[config.mk]
export PLATFORM = sky130hd
export DESIGN_NAME = int_rti_seq
export DESIGN_NICKNAME = d
export VERILOG_FILES = /design/src/rtl/int_rti_seq_pkg.sv /design/src/rtl/int_rti_seq_sp_reg.sv /design/src/rtl/int_rti_seq.sv
export SDC_FILE = /design/constraint.sdc
export NUM_CORES = 1
export LEC_CHECK = 0
export ABC_CLOCK_PERIOD_IN_PS = 2550
export CAP_MARGIN = 30
export CORE_ASPECT_RATIO = 1.25
export CORE_MARGIN = 2
export CORE_UTILIZATION = 44
export DETAILED_ROUTE_END_ITERATION = 8
export GPL_TIMING_DRIVEN = 0
export PLACE_DENSITY = 0.77
export SLEW_MARGIN = 20
export SYNTH_ARGS = -nofsm -noshare
export SYNTH_HDL_FRONTEND = slang
export SYNTH_SLANG_ARGS = --single-unit
export TNS_END_PERCENT = 1
[constraint.sdc]
create_clock -name clk -period 2.55 [get_ports clk]
set_clock_uncertainty 0.15 [all_clocks]
set_input_delay 0.51 -clock clk [delete_from_list [all_inputs] [get_ports clk]]
set_output_delay 0.51 -clock clk [all_outputs]
set_load 0.02 [all_outputs]
[src/rtl/int_rti_seq_pkg.sv]
// Shared widths, state encoding and stack-frame ordering for the interrupt
// entry / RTI exit sequencer.
package int_rti_seq_pkg;

    localparam int unsigned PC_W   = 32;
    localparam int unsigned DATA_W = 16;
    localparam int unsigned FLAG_W = 3;
    localparam int unsigned ADDR_W = 11;

    localparam logic [ADDR_W-1:0] SP_INIT = '1;
    localparam logic [PC_W-1:0]   INT_VEC = '0;

    typedef enum logic [3:0] {
        ST_IDLE    = 4'd0,
        ST_PUSH_HI = 4'd1,
        ST_PUSH_LO = 4'd2,
        ST_PUSH_FL = 4'd3,
        ST_VECTOR  = 4'd4,
        ST_POP_FL  = 4'd5,
        ST_POP_LO  = 4'd6,
        ST_POP_HI  = 4'd7,
        ST_RESUME  = 4'd8
    } state_e;

    typedef enum logic [1:0] {
        WORD_HI = 2'd0,
        WORD_LO = 2'd1,
        WORD_FL = 2'd2
    } word_e;

    // Frame order: push HI, LO, FL; pop mirrors it as FL, LO, HI.
    function automatic state_e mem_next(input state_e s);
        case (s)
            ST_PUSH_HI: return ST_PUSH_LO;
            ST_PUSH_LO: return ST_PUSH_FL;
            ST_PUSH_FL: return ST_VECTOR;
            ST_POP_FL:  return ST_POP_LO;
            ST_POP_LO:  return ST_POP_HI;
            ST_POP_HI:  return ST_RESUME;
            default:    return ST_IDLE;
        endcase
    endfunction

    function automatic word_e state_word(input state_e s);
        case (s)
            ST_PUSH_HI, ST_POP_HI: return WORD_HI;
            ST_PUSH_LO, ST_POP_LO: return WORD_LO;
            default:               return WORD_FL;
        endcase
    endfunction

endpackage

[src/rtl/int_rti_seq_sp_reg.sv]
// Stack pointer: decrements on push, increments on pop, wraps modulo 2^ADDR_W.
module int_rti_seq_sp_reg
    import int_rti_seq_pkg::*;
(
    input  logic              clk,
    input  logic              rst,
    input  logic              inc,
    input  logic              dec,
    output logic [ADDR_W-1:0] sp
);

    always_ff @(posedge clk) begin
        if (!rst) begin
            sp <= SP_INIT;
        end else if (dec) begin
            sp <= sp - ADDR_W'(1);
        end else if (inc) begin
            sp <= sp + ADDR_W'(1);
        end
    end

endmodule

[src/rtl/int_rti_seq.sv]
// Interrupt-entry / RTI-exit sequencer: pushes PC and flags to the data-memory
// stack on interrupt, vectors, and pops/restores them on RTI.
module int_rti_seq
    import int_rti_seq_pkg::*;
(
    input  logic              clk,
    input  logic              rst,
    input  logic              int_req,
    input  logic              rti_dec,
    input  logic [PC_W-1:0]   pc_in,
    input  logic [FLAG_W-1:0] flags_in,
    input  logic              mem_ready,
    input  logic [DATA_W-1:0] mem_rdata,
    output logic              mem_req,
    output logic              mem_we,
    output logic [ADDR_W-1:0] mem_addr,
    output logic [DATA_W-1:0] mem_wdata,
    output logic              prev_cs_we,
    output logic              stall_out,
    output logic              flush_out,
    output logic              int_ack,
    output logic              pc_load,
    output logic [PC_W-1:0]   pc_out,
    output logic              flags_load,
    output logic [FLAG_W-1:0] flags_out
);

    state_e              state;
    state_e              state_nxt;
    logic [ADDR_W-1:0]   sp;
    logic                sp_inc;
    logic                sp_dec;
    logic                accept_int;
    logic [PC_W-1:0]     saved_pc;
    logic [FLAG_W-1:0]   saved_fl;
    logic [DATA_W-1:0]   push_data;

    int_rti_seq_sp_reg sp_reg (
        .clk (clk),
        .rst (rst),
        .inc (sp_inc),
        .dec (sp_dec),
        .sp  (sp)
    );

    always_ff @(posedge clk) begin
        if (!rst) begin
            state <= ST_IDLE;
        end else begin
            state <= state_nxt;
        end
    end

    always_comb begin
        push_data = '0;
        case (state_word(state))
            WORD_HI: push_data = saved_pc[PC_W-1:DATA_W];
            WORD_LO: push_data = saved_pc[DATA_W-1:0];
            default: push_data = DATA_W'(saved_fl);
        endcase
    end

    // Moore outputs per state; only the IDLE acceptance pulses look at int_req.
    always_comb begin
        state_nxt  = state;
        sp_inc     = 1'b0;
        sp_dec     = 1'b0;
        accept_int = 1'b0;
        mem_req    = 1'b0;
        mem_we     = 1'b0;
        mem_addr   = '0;
        mem_wdata  = '0;
        prev_cs_we = 1'b0;
        stall_out  = 1'b0;
        flush_out  = 1'b0;
        int_ack    = 1'b0;
        pc_load    = 1'b0;
        pc_out     = '0;
        flags_load = 1'b0;
        flags_out  = '0;

        case (state)
            ST_IDLE: begin
                if (int_req) begin
                    accept_int = 1'b1;
                    int_ack    = 1'b1;
                    flush_out  = 1'b1;
                    prev_cs_we = 1'b1;
                    state_nxt  = ST_PUSH_HI;
                end else if (rti_dec) begin
                    state_nxt = ST_POP_FL;
                end
            end
            ST_PUSH_HI, ST_PUSH_LO, ST_PUSH_FL: begin
                stall_out = 1'b1;
                mem_req   = 1'b1;
                mem_we    = 1'b1;
                mem_addr  = sp;
                mem_wdata = push_data;
                if (mem_ready) begin
                    sp_dec    = 1'b1;
                    state_nxt = mem_next(state);
                end
            end
            ST_POP_FL, ST_POP_LO, ST_POP_HI: begin
                stall_out = 1'b1;
                mem_req   = 1'b1;
                mem_addr  = sp + ADDR_W'(1);
                if (mem_ready) begin
                    sp_inc    = 1'b1;
                    state_nxt = mem_next(state);
                end
            end
            ST_VECTOR: begin
                stall_out  = 1'b1;
                pc_load    = 1'b1;
                pc_out     = INT_VEC;
                flags_load = 1'b1;
                state_nxt  = ST_IDLE;
            end
            ST_RESUME: begin
                stall_out  = 1'b1;
                pc_load    = 1'b1;
                pc_out     = saved_pc;
                flags_load = 1'b1;
                flags_out  = saved_fl;
                state_nxt  = ST_IDLE;
            end
            default: state_nxt = ST_IDLE;
        endcase
    end

    // Saved frame: loaded from the pipeline on entry, rebuilt word by word on pop.
    always_ff @(posedge clk) begin
        if (!rst) begin
            saved_pc <= '0;
            saved_fl <= '0;
        end else if (accept_int) begin
            saved_pc <= pc_in;
            saved_fl <= flags_in;
        end else if (sp_inc) begin
            case (state_word(state))
                WORD_HI: saved_pc[PC_W-1:DATA_W] <= mem_rdata;
                WORD_LO: saved_pc[DATA_W-1:0]    <= mem_rdata;
                default: saved_fl                <= mem_rdata[FLAG_W-1:0];
            endcase
        end
    end

endmodule
==> impl_metrics.tcl, run 1 <==
set metrics [dict create \
    cp-end-kind "output port" \
    ctsLongestPathBuffers 2 \
    p_total_mw 2.56 \
    crit_type "flop to output port" \
    r2r_start "state[0]" \
    rr_endpoint "saved_pc[7]" \
    power_density_nw_per_um2 523 \
    worst_setup_path_start_kind "flop" \
    synth_area_per_cell_um2 7.28 \
    grt_util_met2_pct 52.4 \
    worstHoldStart "saved_pc[9]" \
    cts-root-buf "clkbuf_8" \
    period_share_pct 104 \
    synth_edf_count 0 \
    grt_util_all_layers_pct 29.0 \
    synth_top_family_by_area "simple AND/OR/NAND/NOR gates" \
    instances_no_fill 678 \
    relSlewSlack_pct 43.0 \
    drive_above_1_share_pct 24.1 \
    required_ns 1.89 \
    p_leak_nw 2.10 \
    endpoint "mem_wdata[1]" \
    nets 644 \
    antenna_cells 0 \
    htreeDepth 2 \
    drv_slew 0 \
    placed_cell_area_um2 4620 \
    outcome "finished, violations left" \
    crit_path_top_delay_cell "dfxtp_4" \
    startpoint "state[1]" \
    grt.overflow.total 0 \
    ys_ff_latch 50 \
    via_per_inst 5.83 \
    ant_nets 0 \
    fin_area_um2 4900 \
    synth_seq_area_share_pct 30.8 \
    clock_latency_ns 0.30 \
    path_clk_slew_ns 0.10 \
    grt_first_pass_wirelength_um 18300 \
    crit_chain "buf_12 > xor2_2 > nor3b_2 > buf_6 > buf_6 > or3b_4 > a21oi_2 > buf_6" \
    async_reset_ff_share_pct 0 \
    synth-simple-area-share_pct 32.4 \
    die_h_um 100 \
    antenna_found_initial 0 \
    cts.sinks 50 \
    violations "negative setup slack" \
    netlist_area_um2 3250 \
    rr_worst_depth 7 \
    numCtsBuffers 5 \
    slowest_delay_ns 0.38 \
    peakVddDrop_v 0.000361 \
    critPathTopFamily "buffers and inverters" \
    final-hold-violation-count 0 \
    vias 3953 \
    ff2ff_setup_slack_ns 0.19 \
    drt_first_pass_iters 4 \
    grtUsageMet1_pct 32.9 \
    yosys.cell_types.count 53 \
    die_x_um 80.9 \
    path_max_fanout 7 \
    setup_viol 17 \
    synth_adder_area_share_pct 0.770 \
    synth.area.mux_share_pct 1.93 \
    core_um2 7270 \
    grt_pass1_vias 3767 \
    hp-class "flop to flop" \
    critPathMostFrequentCell "buf_6" \
    areaGrowthSynthToFinish_pct 50.9 \
    finalWirelength_um 12100 \
    grt-busiest-layer "met2" \
    yosys.area_share.xor_xnor_pct 4.85 \
    rsz0062_at_grt "yes" \
    synth-main-ff-cell "dfxtp_1" \
    crit_buf_inv 4 \
    cp.depth 8 \
    grt_max_degree 15 \
    rows 35 \
    tightest_slew_ns 0.848 \
    period_minus_slack_ns 2.64 \
    largest_reg_flops 32 \
    dpl.hpwl_um 8850 \
    met3_usage_pct 7.10 \
    io_buffers 125 \
    cts_tree "done" \
    io_pins 126 \
    setup_slack_ns -0.0932 \
    start_util_pct 44.7 \
    wl_per_cell_um 17.9 \
    cp.arrival_ns 1.98 \
    synth_nets 504 \
    die_area_um2 8090 \
    drt_iter0_drc 214 \
    drv_cap 0 \
    max_freq_ghz 0.378 \
    synth-compound-area-share_pct 21.8 \
    dp_cells 664 \
    fillers 653 \
    ys_warn_count 0 \
    gp_congestion 0.972 \
    syn-instance-count 446 \
    drc 0 \
]
-- Yosys cell counts, drive strengths merged, types with 2 or more instances --
master  number  share of area [%]
nand4        6                1.2
o21ai       23                3.5
nor4         4               0.77
nor3         8                1.2
nor2        49                5.7
nand3       10                1.5
ha           2               0.77
o211ai       4               0.92
o21a         2               0.46
nor3b        2               0.46
and4         2               0.54
a21oi       11                2.0
and2        36                6.9
mux2i        4                1.2
clkbuf      27                3.1
or4b         3               0.92
nand2b       4               0.77
buf         18                3.5
inv          7               0.81
a311oi      17                5.2
and3         3               0.58
or3          2               0.39
dfxtp       50                 31
mux2         2               0.69
nor4b        2               0.73
xor2         8                2.2
nand2       80                9.2
a22oi       16                3.7
a31oi       16                3.1
or3b         3               0.81
xnor2       10                2.7
-- repair_timing --
item                                    4_1_cts  5_1_grt
resized for setup                           260       80
setup buffers                                 6        3
cloned                                        0        1
pin swaps                                     7        9
endpoints found under the setup margin       69       53
hold buffers                                  0        0
-- worst min-delay path, stage by stage, from the launching register on --
cell	delay, ns
dfxtp_1	0.33
nand2_1	0.06
a31oi_1	0.07
-- kinds of logic after synthesis --
group | count (synthesis)
buffers and inverters | 53
muxes | 6
DFF | 50
adders and majority gates | 2
and+or+nand+nor | 217
xor gates and xnor gates | 18
AOI/OAI and AO/OA | 100
-- per-layer routing --
| layer | vias to the layer above | part of all wire, % |
|---|---|---|
| li1 | 1834 | - |
| met1 | 1892 | 38 |
| met2 | 204 | 52 |
| met3 | 23 | 8.1 |
| met4 | 0 | 1.8 |
| met5 | - | 0 |
-- stage by stage --
stage               hold WS, ns  setup TNS [ns]  utilization, %  worst slack [ns]
finish                    0.340          -0.476            67.4           -0.0932
global route              0.361           -2.47            67.4            -0.150
CTS                       0.342           -1.52            66.0            -0.188
detailed placement        0.328          -45.25            63.5             -1.25
global placement          0.318          -51.62            63.5             -1.17
floorplan                 0.306               0               -             0.111
-- worst min-delay path by stage --
stage / end / slack [ns] / cells after the start
CTS: saved_pc[9] / 0.34 / 2
detailed placement: saved_pc[9] / 0.33 / 2
global placement: saved_pc[13] / 0.32 / 2
floorplan: saved_pc[10] / 0.31 / 2
finish: saved_pc[9] / 0.34 / 2
global route: saved_pc[9] / 0.36 / 2
-- cells in the final DEF, fill, tap and decap left out, types with 5 or more instances in the layout --
| master | instances |
|---|---|
| nor2_1 | 47 |
| nand4_1 | 6 |
| clkdlybuf4s50_1 | 55 |
| and2_1 | 35 |
| nor3_1 | 5 |
| a311oi_1 | 14 |
| dfxtp_2 | 5 |
| dfxtp_1 | 43 |
| inv_1 | 7 |
| xor2_1 | 7 |
| clkbuf_2 | 10 |
| nand2_1 | 80 |
| buf_2 | 25 |
| o21ai_0 | 23 |
| a31oi_1 | 16 |
| nand3_1 | 10 |
| a22oi_1 | 14 |
| buf_6 | 10 |
| dlygate4sd2_1 | 9 |
| a21oi_1 | 7 |
| clkbuf_1 | 12 |
| buf_4 | 35 |
| xnor2_1 | 10 |
| clkbuf_8 | 10 |
-- report_power, final --
| part | switching, mW | total, mW | internal [mW] |
|---|---|---|---|
| Combinational | 0.573 | 1.03 | 0.456 |
| Clock | 0.274 | 0.589 | 0.315 |
| Sequential | 0.0731 | 0.945 | 0.872 |
-- layout make-up --
cell class / instances / area (um^2) / share of cell area, %
clock buffer: 6 / 82.6 / 1.68
multi-input combinational: 343 / 2130 / 43.5
tap: 92 / 115 / 2.35
inverter: 8 / 30.0 / 0.613
timing repair buffer: 136 / 1170 / 23.8
buffer: 42 / 330 / 6.74
clock inverter: 1 / 30.0 / 0.613
sequential: 50 / 1010 / 20.7
No activity file was read; power rests on OpenSTA's default activity.
==> run 2: changes to the inputs <==
==> constraint.sdc (replaced) <==
create_clock -name clk -period 2.55 [get_ports clk]
set_clock_uncertainty 0.15 [all_clocks]
set_input_delay 0.6375 -clock clk [delete_from_list [all_inputs] [get_ports clk]]
set_output_delay 0.6375 -clock clk [all_outputs]
set_load 0.02 [all_outputs]
==> run 2 against run 1 <==
The run still ends with negative setup slack left. Worst hold slack better by 0.011 ns. Sequential share of layout area is 0.88 points lower. Final area is 4.5% higher. Clock power hardly changed. Clock-buffer cell count stayed put. Largest power group unchanged.
==> impl_metrics.tcl, run 2 (synthesis gave the netlist of run 1 again) <==
set metrics [dict create \
    wl_per_cell_um 18.0 \
    peakVddDrop_v 0.000353 \
    period_share_pct 108 \
    nets 648 \
    final-hold-violation-count 0 \
    tightest_slew_ns 0.815 \
    antenna_found_initial 0 \
    slowest_delay_ns 0.38 \
    cts-root-buf "clkbuf_8" \
    drc 0 \
    die_x_um 80.9 \
    via_per_inst 5.76 \
    top_layer "met4" \
    worst_setup_path_start_kind "flop" \
    outcome "finished, violations left" \
    start_util_pct 44.7 \
    die_h_um 100 \
    io_buffers 125 \
    placed_cell_area_um2 4620 \
    path_clk_slew_ns 0.09 \
    numCtsBuffers 5 \
    relSlewSlack_pct 45.1 \
    core_um2 7270 \
    clkPwrFrac_pct 22.8 \
    cp.arrival_ns 1.98 \
    rsz0062_at_grt "yes" \
    path_max_fanout 6 \
    drv_cap 0 \
    setup_slack_ns -0.213 \
    combPwrFrac_pct 40.4 \
    wl_met3_um 1020 \
    drv_slew 0 \
    drt-met1-wl_um 4630 \
    violations "negative setup slack" \
    largest_reg_flops 32 \
    grt_util_all_layers_pct 29.3 \
    rows 35 \
    crit_type "flop to output port" \
    p_int_mw 1.65 \
    areaGrowthSynthToFinish_pct 57.8 \
    drt_first_pass_iters 7 \
    cts.sinks 50 \
    dp_worst_setup_slack_ns -1.51 \
    drt_iter0_drc 274 \
    ctsHoldBuffers 0 \
    grt.overflow.total 0 \
    grt_first_pass_wirelength_um 18600 \
    grt_pass1_vias 3824 \
    vias 3931 \
    fin_util_pct 70.5 \
    pwr-share-seq_pct 36.8 \
    fin_area_um2 5120 \
    dpl.hpwl_um 8850 \
    finalWirelength_um 12300 \
    gp_congestion 0.972 \
    critPathMostFrequentCell "buf_6" \
    net-switching-power_uw 925 \
    drive_above_1_share_pct 28.8 \
    required_ns 1.76 \
    io_pins 126 \
    setup_viol 24 \
    crit_chain "buf_8 > xor2_2 > nor3b_2 > buf_6 > buf_6 > or3b_4 > a21oi_2 > buf_4" \
    ctsLongestPathBuffers 2 \
    cts_tree "done" \
    final_common_cell "nand2_1" \
    grt_max_degree 15 \
    dr_wl_met2_um 6430 \
    p_total_mw 2.58 \
    power_density_nw_per_um2 503 \
    htreeDepth 2 \
    clock_latency_ns 0.31 \
    ant_nets 0 \
    final_cell_mix "80 x nand2_1, 54 x clkdlybuf4s50_1, 48 x nor2_1" \
    switching_share_pct 35.9 \
    p_leak_nw 2.12 \
    cp-end-kind "output port" \
    hp-class "flop to flop" \
    max_freq_ghz 0.362 \
    period_minus_slack_ns 2.76 \
    crit_path_top_delay_cell "dfxtp_4" \
    antenna_cells 0 \
    die_area_um2 8090 \
]
-- run 2: changes by cell type in the layout (fill, tap and decap cells not counted), sizes merged --
cell | before | now
buf | 77 | 89
clkbuf | 36 | 30
clkdlybuf4s15 | 3 | 4
clkdlybuf4s50 | 55 | 54
dlygate4sd2 | 9 | 11
dlymetal6s2s | 4 | 0
-- run 2: area by class of cell --
type | instances | area [um^2]
tap | 92 | 115
inverter | 8 | 32.5
multi-input combinational | 343 | 2170
buffer | 42 | 334
timing repair buffer | 140 | 1350
fill | 623 | 2140
clock inverter | 1 | 30.0
clock buffer | 6 | 82.6
sequential | 50 | 1020
-- run 2: stage by stage --
stage	cells	hold slack [ns]	setup TNS, ns
after detailed placement	664	0.328	-58.61
after floorplan	446	0.306	-0.102
after CTS	679	0.342	-3.27
final	682	0.351	-2.22
after global placement	663	0.318	-64.78
after global routing	682	0.366	-5.54
-- run 2: critical path, delay by kind of cell, from the launching register on --
family | cells | cell delay, ns
AOI/OAI and AO/OA | 1 | 0.14
buffers and inverters | 4 | 0.56
DFF | 1 | 0.38
and+or+nand+nor | 2 | 0.45
xor gates and xnor gates | 1 | 0.15
-- run 2: power groups by stage --
| stage | combinational (mW) | clock, mW | sequential [mW] |
|---|---|---|---|
| floorplan | 0.569 | 0 | 0.931 |
| global placement | 0.922 | 0 | 0.949 |
| detailed placement | 0.938 | 0 | 0.951 |
| CTS | 0.983 | 0.590 | 0.939 |
| global route | 1.11 | 0.624 | 0.958 |
| finish | 1.04 | 0.588 | 0.949 |
-- run 2: final timing paths --
path / end / depth (start not counted) / startpoint / slack, ns
min: saved_pc[0] / 2 / saved_pc[0] / 0.35
max reg2reg: saved_pc[7] / 7 / state[0] / 0.19
max: mem_wdata[1] / 8 / state[1] / -0.21
min reg2reg: saved_pc[0] / 2 / saved_pc[0] / 0.35
-- run 2: what timing repair did --
item,4_1_cts,5_1_grt
setup endpoints to repair,99,62
endpoints found under the hold margin,0,0
pin swaps,10,13
resized for setup,350,80
setup buffers,11,2
gates cloned,0,1
-- run 2: routing by layer --
metal / global-route usage, % / vias up
met4: 9.26 / 0
met2: 52.9 / 205
li1: - / 1840
met5: 0 / -
met3: 6.92 / 29
met1: 33.6 / 1857
==> run 3: changes to the inputs <==
==> constraint.sdc (replaced) <==
create_clock -name clk -period 2.55 [get_ports clk]
set_clock_uncertainty 0.15 [all_clocks]
set_input_delay 0.6375 -clock clk [delete_from_list [all_inputs] [get_ports clk]]
set_output_delay 0.6375 -clock clk [all_outputs]
set_load 0.05 [all_outputs]
==> run 3 against run 2 <==
The flow still finishes with violations (negative setup slack). Final area grew 2.0%. Non-clock buffer count grew 4. Register-to-register slack is essentially flat. Clock power shrank 15%. Worst hold slack lost 0.0040 ns. Clock-buffer cell count grew 1. Sequential share of layout area shrank 0.44 points. Fmax is essentially flat. Die area is the same. Via count grew 0.86%. Largest cell class unchanged.
==> impl_metrics.tcl, run 3 (synthesis gave the netlist of run 1 again) <==
set metrics [dict create \
    ctsLongestPathBuffers 2 \
    placed_cell_area_um2 4670 \
    io_pins 126 \
    drc 0 \
    antenna_cells 0 \
    drive_above_1_share_pct 30.4 \
    numCtsBuffers 5 \
    htreeDepth 2 \
    hp-class "flop to flop" \
    required_ns 1.76 \
    dp_worst_setup_slack_ns -1.61 \
    fin_area_um2 5230 \
    io_buffers 125 \
    nets 652 \
    cp-end-kind "output port" \
    period_minus_slack_ns 2.76 \
    p_leak_nw 2.11 \
    net-switching-power_mw 1.13 \
    rows 35 \
    hold_slack_ns 0.347 \
    cts.sinks 50 \
    instances_no_fill 687 \
    finalWirelength_um 12500 \
    grt_max_degree 15 \
    vias 3965 \
    pwr-share-seq_pct 34.6 \
    wl_per_cell_um 18.1 \
    outcome "finished, violations left" \
    grt_pass1_vias 4003 \
    peakVddDrop_v 0.000300 \
    grt_first_pass_wirelength_um 19500 \
    path_max_fanout 5 \
    cp.arrival_ns 1.98 \
    die_h_um 100 \
    drv_cap 0 \
    grt.overflow.total 0 \
    drv_slew 0 \
    final_common_cell "nand2_1" \
    gp_congestion 0.980 \
    clkPwrFrac_pct 18.1 \
    largest_reg_flops 32 \
    clock_latency_ns 0.31 \
    period_share_pct 108 \
    via_per_inst 5.77 \
    grt_util_all_layers_pct 31.2 \
    p_int_mw 1.61 \
    relSlewSlack_pct 40.7 \
    ant_nets 0 \
    antenna_found_initial 0 \
    multiInputGateArea_um2 2180 \
    tightest_slew_ns 0.882 \
    worst_setup_path_start_kind "flop" \
    crit_type "flop to output port" \
    drt_iter0_drc 302 \
    drt_first_pass_iters 5 \
    cts-root-buf "clkbuf_8" \
    fillers 610 \
    final-hold-violation-count 0 \
    die_x_um 80.9 \
    rsz0062_at_grt "yes" \
    fin_tns_setup_ns -5.51 \
    power_density_nw_per_um2 524 \
    start_util_pct 44.7 \
    switching_share_pct 41.2 \
    final_cell_mix "80 x nand2_1, 54 x clkdlybuf4s50_1, 52 x buf_6" \
    path_clk_slew_ns 0.09 \
    dpl.hpwl_um 8930 \
    regArea_um2 1010 \
    die_area_um2 8090 \
    max_freq_ghz 0.362 \
    cts_tree "done" \
    combPwrFrac_pct 47.3 \
    violations "negative setup slack" \
    dp_cells 664 \
    setup_slack_ns -0.213 \
    core_um2 7270 \
    areaGrowthSynthToFinish_pct 61.0 \
    setup_viol 67 \
]
## run 3: cell types whose count changed in the layout (fill, tap and decap cells not counted), sizes merged
cell,before,now
clkinvlp,0,1
buf,89,99
clkinv,1,2
inv,7,6
bufinv,1,0
clkdlybuf4s15,4,2
dlygate4sd2,11,3
clkbuf,30,35
## run 3: final cells by class
class / count / share of cell area, %
Multi-Input combinational cell: 343 / 41.6
Tap cell: 92 / 2.20
Sequential cell: 50 / 19.4
Inverter: 8 / 0.646
Timing Repair Buffer: 144 / 27.8
Clock buffer: 7 / 1.65
Buffer: 42 / 6.65
Clock inverter: 1 / 0.0957
## run 3: critical path: stages, from the launching register on
cell and delay (ns):
dfxtp_2 0.34, buf_6 0.13, xor2_2 0.17, nor3b_2 0.23
clkbuf_8 0.20, buf_8 0.11, buf_8 0.12, a22oi_1 0.10
nor2_2 0.10, buf_6 0.16
## run 3: metrics by stage
| step | util (%) | power, mW |
|---|---|---|
| finish | 71.9 | 2.74 |
| global route | 71.9 | 2.86 |
| CTS | 71.6 | 2.70 |
| detailed placement | 64.2 | 2.08 |
| global placement | 64.1 | 2.06 |
| floorplan | - | 1.69 |
## run 3: final timing paths
kind,start,to,slack [ns],depth (start not counted)
max,state[2],mem_wdata[13],-0.21,9
min,saved_pc[9],saved_pc[9],0.35,2
max reg2reg,state[0],saved_pc[11],0.18,7
min reg2reg,saved_pc[9],saved_pc[9],0.35,2
## run 3: layer usage
metal	part of all wire, %	up-vias	routed length [um]	GRT usage [%]
li1	-	1851	-	-
met1	36	1875	4540	35.0
met2	53	209	6620	57.2
met3	7.8	30	978	5.76
met4	2.6	0	324	12.1
met5	0	-	0	0
## run 3: power groups by stage
stage / sequential, mW / combinational [mW] / clock [mW]
2_1_floorplan: 0.931 / 0.761 / 0
3_3_place_gp: 0.949 / 1.11 / 0
3_5_place_dp: 0.952 / 1.13 / 0
4_1_cts: 0.943 / 1.26 / 0.498
5_1_grt: 0.958 / 1.37 / 0.532
6_report: 0.946 / 1.30 / 0.497
## run 3: what timing repair did
action | 4_1_cts | 5_1_grt
pin swaps | 18 | 9
endpoints found under the setup margin | 91 | 80
resized for setup | 494 | 54
gates cloned | 1 | 0
hold buffers | 0 | 0
setup buffers | 17 | 0
